==> src/rtl/fpcvt_pkg.sv <==
// Shared widths, FSM state encoding and converter result payload for the
// fpcvt scheduler slice.
package fpcvt_pkg;

    localparam int unsigned D_W   = 12;
    localparam int unsigned E_W   = 3;
    localparam int unsigned F_W   = 4;
    localparam int unsigned CNT_W = 16;

    typedef enum logic [1:0] {
        IDLE = 2'd0,
        CONV = 2'd1,
        HOLD = 2'd2
    } state_t;

    typedef struct packed {
        logic           s;
        logic [E_W-1:0] e;
        logic [F_W-1:0] f;
    } result_t;

endpackage

==> src/rtl/fpcvt.sv <==
// Combinational 12-bit two's-complement to sign/3-bit exponent/4-bit
// significand converter with round-half-up on the fifth bit and saturation.
module fpcvt
    import fpcvt_pkg::*;
(
    input  logic [D_W-1:0] i_d,
    output result_t        o_res
);

    logic [D_W-1:0] w_mag;
    logic [3:0]     w_lz;
    logic [E_W:0]   w_e;
    logic [F_W:0]   w_sh;
    logic [F_W:0]   w_f;

    always_comb begin
        w_mag = i_d[D_W-1] ? (~i_d + D_W'(1)) : i_d;
        w_lz  = 4'(D_W);
        for (int i = 0; i < int'(D_W); i++) begin
            if (w_mag[i]) w_lz = 4'(int'(D_W) - 1 - i);
        end

        w_e  = '0;
        w_sh = '0;
        w_f  = {1'b0, w_mag[F_W-1:0]};
        // Shift one past the significand so the LSB of w_sh is the round bit.
        if (w_lz < 4'd8) begin
            w_e  = 4'd8 - w_lz;
            w_sh = 5'(w_mag >> (w_e - 4'd1));
            w_f  = {1'b0, w_sh[F_W:1]} + {4'b0, w_sh[0]};
            if (w_f[F_W]) begin
                w_f = 5'b01000;
                w_e = w_e + 4'd1;
            end
        end

        o_res.s = i_d[D_W-1];
        if (w_e > 4'd7) begin
            o_res.e = 3'd7;
            o_res.f = 4'hF;
        end else begin
            o_res.e = w_e[E_W-1:0];
            o_res.f = w_f[F_W-1:0];
        end
    end

endmodule

==> src/rtl/fpcvt_sched.sv <==
// Round-robin front end sharing one fpcvt converter among NREQ requesters,
// with a registered result on a valid/ready output port.
module fpcvt_sched
    import fpcvt_pkg::*;
#(
    parameter int unsigned NREQ = 2,
    parameter int unsigned IDW  = 2
) (
    input  logic                  clk,
    input  logic                  rst_n,
    input  logic [NREQ-1:0]       req_valid,
    input  logic [D_W*NREQ-1:0]   req_d,
    output logic [NREQ-1:0]       req_ready,
    output logic                  out_valid,
    input  logic                  out_ready,
    output logic [IDW-1:0]        out_id,
    output logic                  out_s,
    output logic [E_W-1:0]        out_e,
    output logic [F_W-1:0]        out_f,
    output logic [CNT_W-1:0]      conv_count
);

    localparam int unsigned SW = (NREQ > 1) ? $clog2(NREQ) : 1;

    state_t           r_state;
    state_t           w_state_nxt;
    logic [IDW-1:0]   r_last;
    logic [D_W-1:0]   r_d;
    logic [IDW-1:0]   r_id;
    result_t          r_res;
    logic [IDW-1:0]   r_out_id;
    logic             r_out_valid;
    logic [CNT_W-1:0] r_count;

    logic [IDW:0]     w_pick;
    logic             w_accept;
    logic             w_done;
    logic [D_W-1:0]   w_sel_d;
    result_t          w_res;

    // First valid requester searching upward from last+1; MSB flags a hit.
    function automatic logic [IDW:0] rr_pick(input logic [NREQ-1:0] v,
                                             input logic [IDW-1:0]  last);
        logic [IDW:0] pick;
        int           idx;
        pick = '0;
        for (int k = int'(NREQ); k > 0; k--) begin
            idx = (int'(last) + k) % int'(NREQ);
            if (v[SW'(idx)]) pick = {1'b1, IDW'(idx)};
        end
        return pick;
    endfunction

    assign w_pick = rr_pick(req_valid, r_last);

    always_comb begin
        w_sel_d = '0;
        for (int j = 0; j < int'(NREQ); j++) begin
            if (w_pick[IDW-1:0] == IDW'(j)) w_sel_d = req_d[j*D_W +: D_W];
        end
    end

    fpcvt u_fpcvt (
        .i_d   (r_d),
        .o_res (w_res)
    );

    always_ff @(posedge clk or negedge rst_n) begin
        if (!rst_n) r_state <= IDLE;
        else        r_state <= w_state_nxt;
    end

    // Next state, grant strobe and handshake decode.
    always_comb begin
        w_state_nxt = r_state;
        w_accept    = 1'b0;
        w_done      = 1'b0;
        req_ready   = '0;
        case (r_state)
            IDLE: if (w_pick[IDW]) begin
                w_accept    = 1'b1;
                w_state_nxt = CONV;
            end
            CONV: w_state_nxt = HOLD;
            HOLD: if (out_ready) begin
                w_done      = 1'b1;
                w_state_nxt = IDLE;
            end
            default: w_state_nxt = IDLE;
        endcase
        for (int j = 0; j < int'(NREQ); j++) begin
            req_ready[j] = w_accept && rst_n && (w_pick[IDW-1:0] == IDW'(j));
        end
    end

    always_ff @(posedge clk or negedge rst_n) begin
        if (!rst_n) begin
            r_last      <= IDW'(NREQ - 1);
            r_d         <= '0;
            r_id        <= '0;
            r_res       <= '0;
            r_out_id    <= '0;
            r_out_valid <= 1'b0;
            r_count     <= '0;
        end else begin
            r_out_valid <= (w_state_nxt == HOLD);
            if (w_accept) begin
                r_d    <= w_sel_d;
                r_id   <= w_pick[IDW-1:0];
                r_last <= w_pick[IDW-1:0];
            end
            if (r_state == CONV) begin
                r_res    <= w_res;
                r_out_id <= r_id;
            end
            if (w_done) r_count <= r_count + CNT_W'(1);
        end
    end

    assign out_valid  = r_out_valid;
    assign out_id     = r_out_id;
    assign out_s      = r_res.s;
    assign out_e      = r_res.e;
    assign out_f      = r_res.f;
    assign conv_count = r_count;

endmodule
==> config.mk <==
export PLATFORM = sky130hd
export DESIGN_NAME = fpcvt_sched
export DESIGN_NICKNAME = d
export VERILOG_FILES = /design/src/rtl/fpcvt_pkg.sv /design/src/rtl/fpcvt.sv /design/src/rtl/fpcvt_sched.sv
export SDC_FILE = /design/constraint.sdc
export NUM_CORES = 1
export LEC_CHECK = 0
export BUFFER_PORTS_ARGS = -buffer_cell sky130_fd_sc_hd__buf_4
export CAP_MARGIN = 20
export CORE_ASPECT_RATIO = 1.4
export CORE_UTILIZATION = 55
export CTS_CLUSTER_SIZE = 16
export DETAILED_ROUTE_END_ITERATION = 16
export GPL_ROUTABILITY_DRIVEN = 0
export PLACE_DENSITY = 0.82
export SLEW_MARGIN = 20
export SYNTH_ARGS = -nofsm -noshare
export SYNTH_HDL_FRONTEND = slang
export SYNTH_HIERARCHICAL = 1
export SYNTH_SLANG_ARGS = --single-unit
==> constraint.sdc <==
create_clock -name clk -period 14.9 [get_ports clk]
set_input_delay 2.98 -clock clk [delete_from_list [all_inputs] [get_ports clk]]
set_output_delay 2.98 -clock clk [all_outputs]
set_load 0.01 [all_outputs]
# Word level (Yosys, flattened, before mapping)
# Cells that the tools add are included.
dict set report classes {
  add_sub_neg 8
  n_lt_le_gt_ge 4
  eq_ne 4
  shift 1
  mux 33
  bitwise_logic 3
  n_reduce_logical 5
}
# cell count
set op_table {}
lappend op_table {{2-to-1 mux 4 bit} 12}
lappend op_table {{2-to-1 mux 12 bit} 3}
lappend op_table {{2-to-1 mux 3 bit} 6}
lappend op_table {{adder 16 x 1 -> 16 bit, second input constant} 1}
lappend op_table {{adder 12 x 1 -> 12 bit, second input constant} 1}
lappend op_table {{NOT 12 bit} 1}
lappend op_table {{>> shifter 12 x 4 -> 5 bit} 1}
lappend op_table {{2-to-1 mux 1 bit} 8}
lappend op_table {{2-to-1 mux 7 bit} 1}
lappend op_table {{less-than comparator 1 x 3 -> 1 bit, second input constant} 2}
lappend op_table {{case mux 2 bit (3 select lines)} 1}
lappend op_table {{adder 4 x 1 -> 5 bit} 1}
lappend op_table {{adder 4 x 1 -> 4 bit, second input constant} 1}
lappend op_table {{equality test 2 x 1 -> 1 bit, second input constant} 2}
lappend op_table {{equality test 2 bit, second input constant} 2}
lappend op_table {{greater-than comparator 4 x 3 -> 1 bit, second input constant} 1}
lappend op_table {{logical NOT 2 bit} 2}
lappend op_table {{less-than comparator 4 bit, second input constant} 1}
lappend op_table {{2-to-1 mux 2 bit} 2}
lappend op_table {{subtractor 4 x 1 -> 4 bit, second input constant} 1}
lappend op_table {{subtractor 4 bit, first input constant} 1}
lappend op_table {{logical AND 1 bit} 3}
lappend op_table {{adder 1 bit, second input constant} 2}
lappend op_table {{bitwise AND 1 bit, first input constant} 2}
dict set report totals {
  ff_bits 44
  input_bits 29
  output_inout_bits 29
  wordCells 68
}

# Logic depth before layout (Yosys ltp)
dict set report logic_depth {
  ltp_word 23
  mapped_depth 21
}

# By module
# Netlist, hierarchy kept.
# module instances cells_per_inst area_each_um2
set modules_own_cells {}
lappend modules_own_cells {fpcvt_sched 1 154 1776.7}
lappend modules_own_cells {fpcvt 1 211 1457.6}

# Worst setup path after synthesis
# OpenSTA, ideal clock, no wires.
dict set report synth_timing {
  kind {input-to-output}
  from {in req_valid[0]}
  to {out req_ready[1]}
  t_arrival_ns 3.708
  required_ns 11.920
  setup_slack_ns 8.212
  path_stages 3
  path_buffers 1
  cell_sequence {nor2b_1 -> clkbuf_1 -> and3_1}
}
dict set report synth_via {
  elab_chain_len 8
  word_cells_on_any_way 11
  cone_classes {eq/ne: 1; mux: 8; reduce/logical: 2}
}
# element line_no
set synth_lines {}
lappend synth_lines {{start, declared} fpcvt_sched.sv:11} ;# input logic [NREQ-1:0] req_valid,
lappend synth_lines {{2-to-1 mux 1 bit (not written as such) (2 in a row)} fpcvt_sched.sv:49} ;# if (v[SW'(idx)]) pick = {1'b1, IDW'(idx)};
lappend synth_lines {{2-to-1 mux 3 bit} fpcvt_sched.sv:49}
lappend synth_lines {{2-to-1 mux 3 bit (*)} fpcvt_sched.sv:49}
lappend synth_lines {{2-to-1 mux 1 bit} fpcvt_sched.sv:80} ;# IDLE: if (w_pick[IDW]) begin
lappend synth_lines {{2-to-1 mux 1 bit} fpcvt_sched.sv:79} ;# case (r_state)
lappend synth_lines {{logical AND 1 bit} fpcvt_sched.sv:92} ;# req_ready[j] = w_accept && rst_n && (w_pick[IDW-1:0] == IDW'(j));
lappend synth_lines {{logical AND 1 bit (*)} fpcvt_sched.sv:92}
lappend synth_lines {{end, declared} fpcvt_sched.sv:13} ;# output logic [NREQ-1:0] req_ready,
# Every way passes the cells marked *; elsewhere a longest branch is shown, timed or not. The select of a mux whose other input is x is not followed.

# Worst setup path in the final report
# Same ends and word-level chain as after synthesis.

==> impl_metrics.tcl <==
set metrics [dict create \
    status "complete, no violations" \
    clock-sinks 42 \
    overflow 0 \
    min_from "conv_count[15]" \
    cts_resized 0 \
    finalHoldViolCount 0 \
    avgSynthCellArea_um2 8.861 \
    fillerInstances 468 \
    period_share_pct 48.02 \
    post_cts_buffers 0 \
    syn_area_um2 3234 \
    yosysSeqAreaShare_pct 32.53 \
    crit_type "in -> out" \
    arrival_ps 4170 \
    synth_nets 400 \
    rsz0062_at_grt "no" \
    ioPinCount 58 \
    drive_above_1_share_pct 25.56 \
    wire_per_inst_um 15.83 \
    viasPerCell 6.197 \
    synth_edf_count 0 \
    dp_hpwl_um 5513 \
    max_slew_margin_pct 38.39 \
    peakVddDrop_uv 168.1 \
    vias 2919 \
    grt_pass1_vias 2842 \
    grt_pass1_wl_um 12680 \
    global_route.usage.total_pct 25.81 \
    synth-async-reset-ratio_pct 100.0 \
    drv_cap 0 \
    p_leak_nw 1.597 \
    setup_viol 0 \
    drv_slew 0 \
    grt_max_degree 45 \
    start_util_pct 57.70 \
    syn_inst 365 \
    multi_input_area_um2 1996 \
    antenna_cells 0 \
    htreeDepth 2 \
    dr.pass1.iters 4 \
    drt_iter0_drc 180 \
    max_freq_ghz 0.1398 \
    core_um2 5605 \
    num_rows 32 \
    fin_tns_setup_ps 0 \
    critPathRequiredTime_ps 11920 \
    dieHeight_um 92.74 \
    crit_path_end_kind "output port" \
    worst_pin_slew_ps 922.3 \
    final-seq-area_um2 1052 \
    fin_nets 437 \
    r2r_start "r_d[0]" \
    pwr_density_cell_nw_per_um2 267.3 \
    path_clk_slew_ps 80 \
    die_x_um 66.81 \
    fp.dieArea_um2 6196 \
    finClkSkew_ps 8.661 \
    drc_errors 0 \
    cts_buffer_depth 2 \
    numPortBuffers 55 \
    cts_made_buffers 5 \
    root_buffer "clkbuf_8" \
    ys_ff_latch 42 \
    finalPower_mw 0.9975 \
    cp-startpoint "req_valid[0]" \
    cts.hold.buffers_added 0 \
    yosysWarnings 6 \
    grt_antenna_before_repair 0 \
    start_kind "input port" \
    period_needed_ps 7155 \
    wl_um 7456 \
    worst_skew_pair.late_latency_ps 300 \
    synth.distinct_cells 77 \
    antenna_left 0 \
    yosys_most_used_dff "dfrtp_1" \
    cp_max_fo 13 \
    min_path_type "reg -> reg" \
    cts_tree "done" \
    area_growth_pct 15.40 \
]
-- layout make-up --
cell class	instances	share of cell area, %
inverters	14	1.542
well taps	68	2.280
clock buffers	5	1.844
clock inverters	3	1.207
repair buffers	56	11.46
multi-input cells	283	53.47
flip-flops and latches	42	28.19
-- final timing paths --
check / endpoint / slack (ps) / cells after the start
min in group asynchronous: out_id[0] / 2660 / 1
worst max-delay path: req_ready[1] / 7750 / 4
worst max register to register: out_f[0] / 9240 / 18
worst min register to register: conv_count[15] / 480 / 1
max in group asynchronous: r_last[0] / 11860 / 1
worst min-delay path: conv_count[15] / 480 / 1
-- cells in the final DEF, fill, tap and decap left out, types with 3 or more instances in the layout --
cell type  Yosys  final
a211oi_1       7      7
a21oi_1       11     11
and2_1         4      4
and3_1         4      4
buf_4          3     55
clkbuf_8       0      5
dfrtp_1       41     41
ha_1           6      6
inv_1         12     12
mux2_2        11     11
mux2i_1        5      5
nand2_1       39     39
nand2b_1       5      5
nand3_1       11     11
nand4_1        3      3
nor2_1        21     21
nor2b_1        3      3
nor3_1        13     13
nor4_4         3      3
o211a_1        3      3
o211ai_1       9      9
o21ai_0       30     30
o22ai_1       13     13
o31ai_1        3      3
or3_1          3      3
or4_1          3      3
xnor2_1       15     15
xor2_1         9      9
-- per-layer routing --
layer	up-vias	GRT usage [%]	part of all wire, %
met5	-	0	0
met4	0	9.929	2.2
met3	12	2.340	2.2
met2	65	46.72	54
met1	1417	30.43	42
li1	1425	-	-
-- through the flow --
stage               instances  util [%]  setup WS (ps)  cell area, um^2  hold WS (ps)
CTS                       470     66.32           7763             3717         478.7
detailed placement        462     64.29           7770             3603         458.0
global placement          462     64.29           7794             3603         458.8
global route              471     66.58           7592             3732         516.9
floorplan                 365         -           8212             3234         446.0
finish                    471     66.58           7745             3732         476.7
-- power breakdown --
| group | leakage, nW | switching (mW) | internal (mW) |
|---|---|---|---|
| Clock | 0.0504 | 0.0406 | 0.0498 |
| Combinational | 1.04 | 0.382 | 0.292 |
| Sequential | 0.507 | 0.0790 | 0.155 |
-- cells by family (layout without fill, tap and decap cells) --
group / Yosys count / in the layout / share of synthesized area [%]
mux: 16 / 16 / 5.377
flops: 42 / 42 / 32.53
other cells: 1 / 1 / 0.1159
buf+inv: 40 / 78 / 5.764
compound gates: 109 / 109 / 24.60
fa+ha+maj: 6 / 6 / 2.321
simple gates: 126 / 126 / 22.28
xor+xnor: 25 / 25 / 7.002
-- cells in the mapped netlist (all sizes together), types with 2 or more instances --
cell type  count  area, um^2
o21ai         32       163.9
buf           11       72.57
o211a          3       30.03
nand3         13       75.07
xor2           9       78.83
a21boi         3       22.52
o211ai        10       80.07
dfrtp         41        1026
a221oi         2       23.77
nor2b          3       18.77
nor2          22       90.09
nor3          14       75.07
a21oi         11       55.05
o31ai          3       22.52
and2           4       25.02
o2111ai        2       17.52
clkbuf        15       56.30
a211oi         7       52.55
nand2         39       146.4
ha             6       75.07
nand2b         5       31.28
nand4          4       40.04
or3            4       30.03
mux2          11       123.9
o22ai         14       93.84
and3           4       25.02
inv           14       57.55
mux2i          5       50.05
or4            3       22.52
xnor2         16       147.7
nor4           6       88.83
a31oi          3       33.78
o311ai         3       33.79
o21a           2       15.01
a32o           2       21.27
-- flip-flops by register name, summed over array words and instances (netlist names) --
signal and count:
conv_count 16, r_d 12, out_f 4, out_e 3, r_state 2, out_id 1, out_s 1, out_valid 1
r_id 1, r_last 1
-- critical path: stages --
cell,delay (ps)
buf_4,80
nor2b_1,720
and3_1,270
buf_4,120
(Power assumes the default switching activity.)
